## src/rtl/agnus_audio_dma.sv

```systemverilog
// agnus_audio_dma: audio DMA slot allocation and location/pointer registers for four channels.
// Define AGNUS_AUDIO_ADDR21_EN for 2 MB chip RAM addressing; default build addresses 512 KB.
module agnus_audio_dma (
    input  logic        clk,
    input  logic        reset,
    input  logic        clk7_en,
    input  logic [8:0]  hpos,
    input  logic        strhor,
    input  logic [3:0]  dmal,
    input  logic [3:0]  dmas,
    input  logic [3:0]  dmaen,
    input  logic [8:1]  reg_address_in,
    input  logic [15:0] data_in,
    output logic        dma,
    output logic [20:1] address_out,
    output logic [8:1]  reg_address_out
);
`ifdef AGNUS_AUDIO_ADDR21_EN
    localparam logic [20:1] ADDR_MASK = 20'hF_FFFF;
`else
    localparam logic [20:1] ADDR_MASK = 20'h3_FFFF;
`endif
    logic [20:1] r_lc [4];
    logic [20:1] r_pt [4];
    logic [3:0]  r_req;
    logic [3:0]  r_spc;
    logic [3:0]  w_slot;
    logic [3:0]  w_hit;
    logic [3:0]  w_lch;
    logic [3:0]  w_lcl;
    logic [20:1] w_src [4];

    for (genvar g = 0; g < 4; g++) begin : g_ch
        assign w_slot[g] = hpos == 9'(13 + 2 * g);
        assign w_hit[g]  = w_slot[g] & r_req[g] & dmaen[g];
        assign w_lch[g]  = reg_address_in == 8'(8'h50 + 8 * g);
        assign w_lcl[g]  = reg_address_in == 8'(8'h51 + 8 * g);
        assign w_src[g]  = r_spc[g] ? r_lc[g] : r_pt[g];
    end

    always_comb begin
        dma             = 1'b0;
        address_out     = '0;
        reg_address_out = 8'hFF;
        for (int i = 0; i < 4; i++) begin
            if (w_hit[i] && !reset) begin
                dma             = 1'b1;
                address_out     = w_src[i];
                reg_address_out = 8'(8'h55 + 8 * i);
            end
        end
    end

    // Slot bookkeeping precedes strhor and register writes so a coincident load lands after the slot
    always_ff @(posedge clk) begin
        if (clk7_en) begin
            if (reset) begin
                for (int i = 0; i < 4; i++) begin
                    r_lc[i] <= '0;
                    r_pt[i] <= '0;
                end
                r_req <= '0;
                r_spc <= '0;
            end else begin
                for (int i = 0; i < 4; i++) begin
                    if (w_hit[i])
                        r_pt[i] <= (w_src[i] + 20'd1) & ADDR_MASK;
                    if (w_slot[i]) begin
                        r_req[i] <= 1'b0;
                        r_spc[i] <= 1'b0;
                    end
                    if (w_lch[i])
                        r_lc[i] <= {data_in[4:0], r_lc[i][15:1]} & ADDR_MASK;
                    if (w_lcl[i])
                        r_lc[i] <= {r_lc[i][20:16], data_in[15:1]};
                end
                if (strhor) begin
                    r_req <= dmal;
                    r_spc <= dmas;
                end
            end
        end
    end
endmodule
```

## config.mk

```make
export PLATFORM = sky130hd
export DESIGN_NAME = agnus_audio_dma
export DESIGN_NICKNAME = d
export VERILOG_FILES = /design/src/rtl/agnus_audio_dma.sv
export SDC_FILE = /design/constraint.sdc
export NUM_CORES = 1
export LEC_CHECK = 0
export BUFFER_PORTS_ARGS = -buffer_cell sky130_fd_sc_hd__clkbuf_2
export CAP_MARGIN = 10
export CORE_MARGIN = 8
export CORE_UTILIZATION = 30
export DETAILED_ROUTE_END_ITERATION = 7
export PLACE_DENSITY_LB_ADDON = 0.12
export SYNTH_ARGS = -nofsm -noshare
export SYNTH_HDL_FRONTEND = slang
export SYNTH_SLANG_ARGS = --single-unit
export TNS_END_PERCENT = 5
```

## constraint.sdc

```tcl
create_clock -name clk -period 3.1 [get_ports clk]
set_clock_uncertainty 0.15 [all_clocks]
set_input_delay 0.465 -clock clk [delete_from_list [all_inputs] [get_ports clk]]
set_output_delay 0.465 -clock clk [all_outputs]
set_load 0.03 [all_outputs]
```

==> metrics.md, run 1 <==
| Metric | Value |
|---|---|
| Outcome | `complete, no violations` |
| Syn Area/Cell | `between 10 and 15 sq um` |
| Synthesized area | `8701 sq um` |
| Post-synthesis xor/xnor area fraction | `5.436%` |
| CTS sink cnt | `152` |
| Critical Path Source Type | `flip-flop` |
| Post-Synth Adder-Cell Area | `0.5752%` |
| Synthesized netlist cell count | `784` |
| Sequential fraction of design power | `45.3%` |
| Period utilization | `91.44%` |
| Sw frac | `roughly 25%` |
| Setup ws final | `0.2654 ns` |
| Hpwl dp | `around 20 mm` |
| Skew-Pair Late Insertion Delay | `0.43 ns` |
| P_int | `about 4.0 mW` |
| Synth area leader | `edfxtp_1` |
| Reg2reg setup slack | `0.54 ns` |
| CTS tree | `built` |
| Clock Power Share | `43.1%` |
| Ranking of synthesized cells by area | `edfxtp_1, mux2i_1, and2_1` |
| Core footprint | `between 20000 and 30000 sq um` |
| WL final | `26.40 mm` |
| Setup crit end kind | `primary output` |
| Clock buffer depth | `2` |
| Clk root buf | `clkbuf_16` |
| Pwr per Cell Area | `513.6 nW/um^2` |
| Die H | `186.3 um` |
| Setup Total Neg Slack | `0 ns` |
| Count of cell types in the netlist | `55` |
| Boundary Pins | `a little under 80` |
| Top FF cell, synth | `edfxtp_1` |
| Post-synthesis sequential area ratio | `52.46%` |
| Fin crit period | `2.835 ns` |
| First drt pass iteration count | `5` |
| CTS-repair resized insts | `0` |
| Number of buffers added on ports | `72` |
| Row cnt | `62` |
| Final Hold Fails | `0` |
| Syn. warnings | `0` |
| Initial Utilization | `30.40%` |
| Initial antenna violation count | `4` |
| Synth Register Bits | `152` |
| Slew headroom | `58.97%` |
| Ant. Diodes | `0` |
| GPL Wtd Cong | `slightly above 0.8` |
| Psw | `~1.3 mW` |
| Slew of the pin with the lowest slew margin | `0.5999 ns` |
| Multiplexer share of the synthesized area | `under 10%` |
| Reg clk slew, reported paths | `0.06 ns` |
| Post-synthesis compound-gate area fraction | `between 7 and 8%` |
| Residual DRC | `0` |
| Number of global-route vias before repair | `roughly 6500` |
| Pin count of the biggest net entering global routing | `36` |
| Share of cells above drive strength 1 | `~18%` |
| Area Growth Syn to Fin | `18.64%` |
| DR vias | `~6400` |
| Die width | `186.3 um` |
| Hold buffer count at cts | `0` |
| Crit Path Max Fanout | `34` |
| DRT antenna net count | `0` |
| Num CTS Buffers | `17` |
| First DRT Iteration DRCs | `413` |
| Max_cap viols | `0` |
| H-tree Lvls | `4` |
| Kind of critical path | `flip-flop to primary output` |
| Final slew viol count | `0` |
| Worst vdd ir | `0.3803 mV` |
| Area share of the largest cell type after synthesis | `between 50% and 60%` |
| First-pass GRT wire length | `40.12 mm` |
| Via density | `5.031` |
| Final #Nets | `933` |
| Dpl ws | `0.3285 ns` |
| Largest family of logic cells by synthesized area | `simple AND/OR/NAND/NOR gates` |
| Critical Path AT | `~2.2 ns` |
| Setup bufs post-CTS | `1` |
| Max Freq | `0.3528 GHz` |
| HP Class | `primary input to flip-flop` |
| Global Route Usage Sum | `15.01%` |
| Combinational Power Share | `a little under an eighth` |
| RSZ-0062 raised after global routing | `no` |
| Final setup violating endpoints | `0` |
| Total gr overflow | `0` |
| DIE AREA | `around 35000 sq um` |
| Worst EP required | `about 2.5 ns` |
| Asr flop ratio synth | `0%` |
| Simple-gate portion of the synthesized area | `between 20% and 30%` |
| Leak Pwr | `between 3 and 4 nW` |
| EDFF count, synth | `152` |
| WL/cell | `20.71 um` |
-- metal layers --
metal | share of wire [%] | up-vias | global-route usage [%]
li1 | - | 3097 | -
met1 | 47 | 3141 | 20.42
met2 | 47 | 161 | 24.44
met3 | 4.4 | 15 | 2.535
met4 | 0.87 | 0 | 3.664
met5 | 0 | - | 0
-- cells in the final DEF, fill, tap and decap left out, types with 6 or more instances in the layout --
master,n
mux2_2,9
nand2b_1,6
xor2_1,11
a22oi_1,6
clkbuf_2,72
nor3_1,8
and3_1,11
and2_1,82
nor2_1,79
nand4_1,26
mux2i_1,62
o22ai_1,16
nand4b_1,17
nand3_1,33
xnor2_1,43
clkbuf_16,17
o21ai_0,13
a21boi_0,6
nand2_1,65
edfxtp_1,152
o221ai_1,15
nand3b_1,15
a21oi_1,8
buf_4,41
nor2b_1,8
-- critical path: stages (launching register included) --
cell and delay, ns:
edfxtp_1 0.40, buf_4 0.42, mux2i_1 0.51, o221ai_1 0.22, clkbuf_2 0.23
-- cell families after synthesis --
kind of cell,Yosys count
simple gates,362
flops,152
compound gates,94
mux,71
xor+xnor,54
buf+inv,45
fa+ha+maj,4
other cells,2
-- through the flow --
| stage | hold slack [ns] | power [mW] | util (%) | area (sq um) | std cells |
|---|---|---|---|---|---|
| after floorplan | 0.5132 | 2.841 | - | 8712 | 787 |
| after global placement | 0.5629 | 3.066 | 33.79 | 9673 | 1244 |
| after detailed placement | 0.5686 | 3.059 | 33.79 | 9673 | 1244 |
| after CTS | 0.1617 | 5.354 | 36.06 | 10320 | 1275 |
| after global routing | 0.1701 | 5.475 | 36.06 | 10320 | 1275 |
| final | 0.1741 | 5.302 | 36.06 | 10320 | 1275 |
-- cell type report --
class	count	area, sq um
well taps	384	480.5
inverters	3	11.26
fillers	2845	18300
repair buffers	116	728.2
flip-flops and latches	152	4564
multi-input cells	590	3909
clock inverters	13	203.9
clock buffers	17	425.4
-- cell usage after synthesis (2+ instances only) --
master,instances
o21a_1,2
nor4_1,2
a32oi_1,2
o21ai_0,17
mux2_2,9
mux2i_1,62
conb_1,2
a21boi_0,6
nand4b_1,17
nand4_1,26
and3_1,11
o22ai_1,16
edfxtp_1,152
a22oi_1,6
buf_2,14
a2111oi_0,3
nand2_1,65
nand2b_1,6
nand3b_1,15
nor2b_1,8
xnor2_1,43
a21oi_1,8
buf_6,2
nand3_1,33
nor4bb_1,2
a31oi_1,2
and3b_1,2
a211oi_1,5
ha_1,4
nor3_1,8
nor2_1,79
buf_4,10
and2_1,82
xor2_1,11
o221ai_1,15
inv_1,3
clkbuf_1,16
-- worst paths after layout --
path,start,end,cells past startpoint
worst max-delay path,r_spc[2],address_out[14],4
worst min-delay path,dmal[0],r_req[0],2
worst max register to register,r_spc[2],r_pt[2][17],6
worst min register to register,r_lc[2][17],r_pt[2][17],3
-- power groups by stage --
stage               clock, mW  sequential, mW  combinational (mW)
global placement            0            2.45               0.615
global route             2.39            2.41               0.674
CTS                      2.33            2.40               0.623
floorplan                   0            2.42               0.420
finish                   2.28            2.40               0.618
detailed placement          0            2.45               0.609
-- sequential cells by signal (all words and copies together), names as in the netlist --
register / flops
r_lc: 72
r_pt: 72
r_req: 4
r_spc: 4
Note: power is estimated with default switching activity, not from simulation.
==> run 2, diff against run 1 <==
- CORE_UTILIZATION: 30 -> 60
- RECOVER_POWER: default -> 25
==> run 2 against run 1 <==
Effect of this change:
- hold slack got worse by 0.019 ns
- core utilization is 33 points higher
- setup slack got worse by 0.19 ns
- fmax fell by 6.2%
- critical path type unchanged
==> metrics.md, run 2 (synthesis results as in run 1) <==
| Metric | Value |
|---|---|
| Outcome | `complete, no violations` |
| Commonest non-fill, non-tap cells in the layout | `edfxtp_1, nor2_1, clkbuf_2` |
| Core footprint | `14370 sq um (-50%)` |
| Critical R2R Capture | `r_pt[0][17]` |
| Slew of the pin with the lowest slew margin | `0.8970 ns (+0.2971 ns)` |
| Sequential fraction of design power | `47.7% (+2.4 points)` |
| CTS-repair resized insts | `0 (unchanged)` |
| DR vias | `6788 (+5.8%)` |
| Setup bufs post-CTS | `0 (-1)` |
| Worst EP required | `2.48 ns (about the same)` |
| Die width | `136.4 um (-27%)` |
| Reg clk slew, reported paths | `0.06 ns (about the same)` |
| P_int | `3.754 mW (-6.2%)` |
| Hold buffer count at cts | `0 (unchanged)` |
| GPL Wtd Cong | `0.9693 (+18%)` |
| Global Route Usage Sum | `27.18% (+12 points)` |
| Clock Power Share | `40.0% (-3.1 points)` |
| R2R Path Start | `r_spc[0]` |
| DRT antenna net count | `0 (unchanged)` |
| WL final | `24.44 mm (-7.4%)` |
| Boundary Pins | `78 (unchanged)` |
| End point of the critical path | `address_out[15]` |
| Critical Path Source Type | `flip-flop` |
| Share of cells above drive strength 1 | `16.38% (-1.6 points)` |
| HP Class | `primary input to flip-flop` |
| First DRT Iteration DRCs | `817 (+98%)` |
| Setup crit end kind | `primary output` |
| Setup ws final | `0.07677 ns (-0.1886 ns)` |
| First drt pass iteration count | `5 (unchanged)` |
| Worst vdd ir | `0.4561 mV (+20%)` |
| Dpl ws | `0.3334 ns (+0.004864 ns)` |
| Reg2reg setup slack | `0.50 ns (-0.04 ns)` |
| Sw frac | `25.62% (+1.1 points)` |
| Pwr per Cell Area | `509.1 nW/um^2 (-0.89%)` |
| Period utilization | `97.52% (+6.1 points)` |
| WL/cell | `22.86 um (+10%)` |
| Final Hold Fails | `0 (unchanged)` |
| CTS sink cnt | `152 (unchanged)` |
| Number of buffers added on ports | `72 (unchanged)` |
| Max Freq | `0.3308 GHz (-6.2%)` |
| Kind of critical path | `flip-flop to primary output` |
| Final setup violating endpoints | `0 (unchanged)` |
| Setup Total Neg Slack | `0 ns (unchanged)` |
| R2R depth | `6 (unchanged)` |
| Hpwl dp | `18.36 mm (-6.3%)` |
| Max_cap viols | `0 (unchanged)` |
| CTS tree | `built` |
| Clock buffer depth | `2 (unchanged)` |
| Critical Path AT | `2.41 ns (+0.19 ns)` |
| Via density | `6.350 (+26%)` |
| Number of global-route vias before repair | `6614 (+2.1%)` |
| Regs by FF count | `r_lc x72, r_pt x72` |
| Slew headroom | `39.84% (-19 points)` |
| Crit path from | `r_spc[1]` |
| Initial antenna violation count | `0 (-4)` |
| Die H | `136.4 um (-27%)` |
| Row cnt | `44 (-29%)` |
| Total gr overflow | `0 (unchanged)` |
| Combinational Power Share | `12.3% (+0.6 points)` |
| Final #Nets | `925 (-0.86%)` |
| Initial Utilization | `60.55% (+30 points)` |
| Pin count of the biggest net entering global routing | `36 (unchanged)` |
| Fin crit period | `3.023 ns (+0.1886 ns)` |
| Ant. Diodes | `0 (unchanged)` |
| Crit Path Max Fanout | `33 (-2.9%)` |
| Skew-Pair Late Insertion Delay | `0.44 ns (about the same)` |
| Commonest non-fill, non-tap cell in the layout | `edfxtp_1` |
| First-pass GRT wire length | `37.18 mm (-7.3%)` |
| Layout filler cell count | `1077 (-62%)` |
| Psw | `1.293 mW (-0.51%)` |
| Area Growth Syn to Fin | `13.95%` |
| Clk root buf | `clkbuf_16` |
| RSZ-0062 raised after global routing | `no` |
| Residual DRC | `0 (unchanged)` |
| DIE AREA | `18610 sq um (-46%)` |
| H-tree Lvls | `4 (unchanged)` |
| Final slew viol count | `0 (unchanged)` |
| Leak Pwr | `3.672 nW (-4.5%)` |
| Num CTS Buffers | `17 (unchanged)` |
run 2: cell count changes in the layout (fill, tap and decap cells not counted):
cell,before,now
buf_12,3,2
clkinvlp_4,3,6
nor4_2,1,0
mux2i_1,62,60
and2_0,0,50
nor4_1,2,3
buf_4,41,29
and2_1,82,32
clkinv_1,1,2
clkbuf_2,72,70
inv_6,1,0
bufinv_16,5,2
mux2i_2,0,2
clkbuf_1,0,9
run 2: critical path, cell delays in order, from the launching register on:
cell      delay (ns)
edfxtp_1        0.55
buf_12          0.25
mux2i_1         0.45
o22ai_1         0.18
nand2_1         0.16
o221ai_1        0.14
clkbuf_2        0.22
run 2: final cells by class:
type / instances / area (sq um) / share of cell area, %
timing repair buffer: 108 / 634.4 / 6.398
sequential: 152 / 4564 / 46.04
tap: 184 / 230.2 / 2.322
clock buffer: 19 / 432.9 / 4.366
clock inverter: 13 / 131.4 / 1.325
inverter: 3 / 11.26 / 0.1136
multi-input combinational: 590 / 3910 / 39.44
run 2: metrics by stage:
step	instance area (sq um)	std cells	total power [mW]	hold WS (ns)	util, %
floorplan	8712	787	2.841	0.5132	-
global placement	9370	1037	3.033	0.5673	65.21
CTS	9935	1069	5.034	0.1473	69.14
finish	9915	1069	5.047	0.1554	69.00
global route	9915	1069	5.173	0.1527	69.00
detailed placement	9370	1037	3.053	0.5770	65.21
run 2: layer usage:
layer | GRT usage (%) | wire length (um) | vias to the layer above
li1 | - | - | 3092
met5 | 0 | 0 | -
met2 | 41.80 | 11390 | 360
met1 | 36.21 | 10310 | 3286
met4 | 11.65 | 714 | 0
met3 | 6.319 | 2025 | 50
run 2: power by group through the flow:
stage	sequential [mW]	clock, mW	combinational, mW
after CTS	2.41	2.02	0.612
after floorplan	2.42	0	0.420
after detailed placement	2.45	0	0.606
after global routing	2.41	2.09	0.667
after global placement	2.44	0	0.590
final	2.41	2.02	0.622
run 2: worst min-delay path by stage:
stage,start,slack (ns),to,cells past startpoint
global placement,r_pt[0][0],0.57,r_pt[0][0],2
CTS,dmas[1],0.15,r_spc[1],2
finish,dmal[3],0.16,r_req[3],2
global route,dmal[3],0.15,r_req[3],2
floorplan,data_in[1],0.51,r_lc[0][0],1
detailed placement,r_lc[0][0],0.58,r_pt[0][0],2
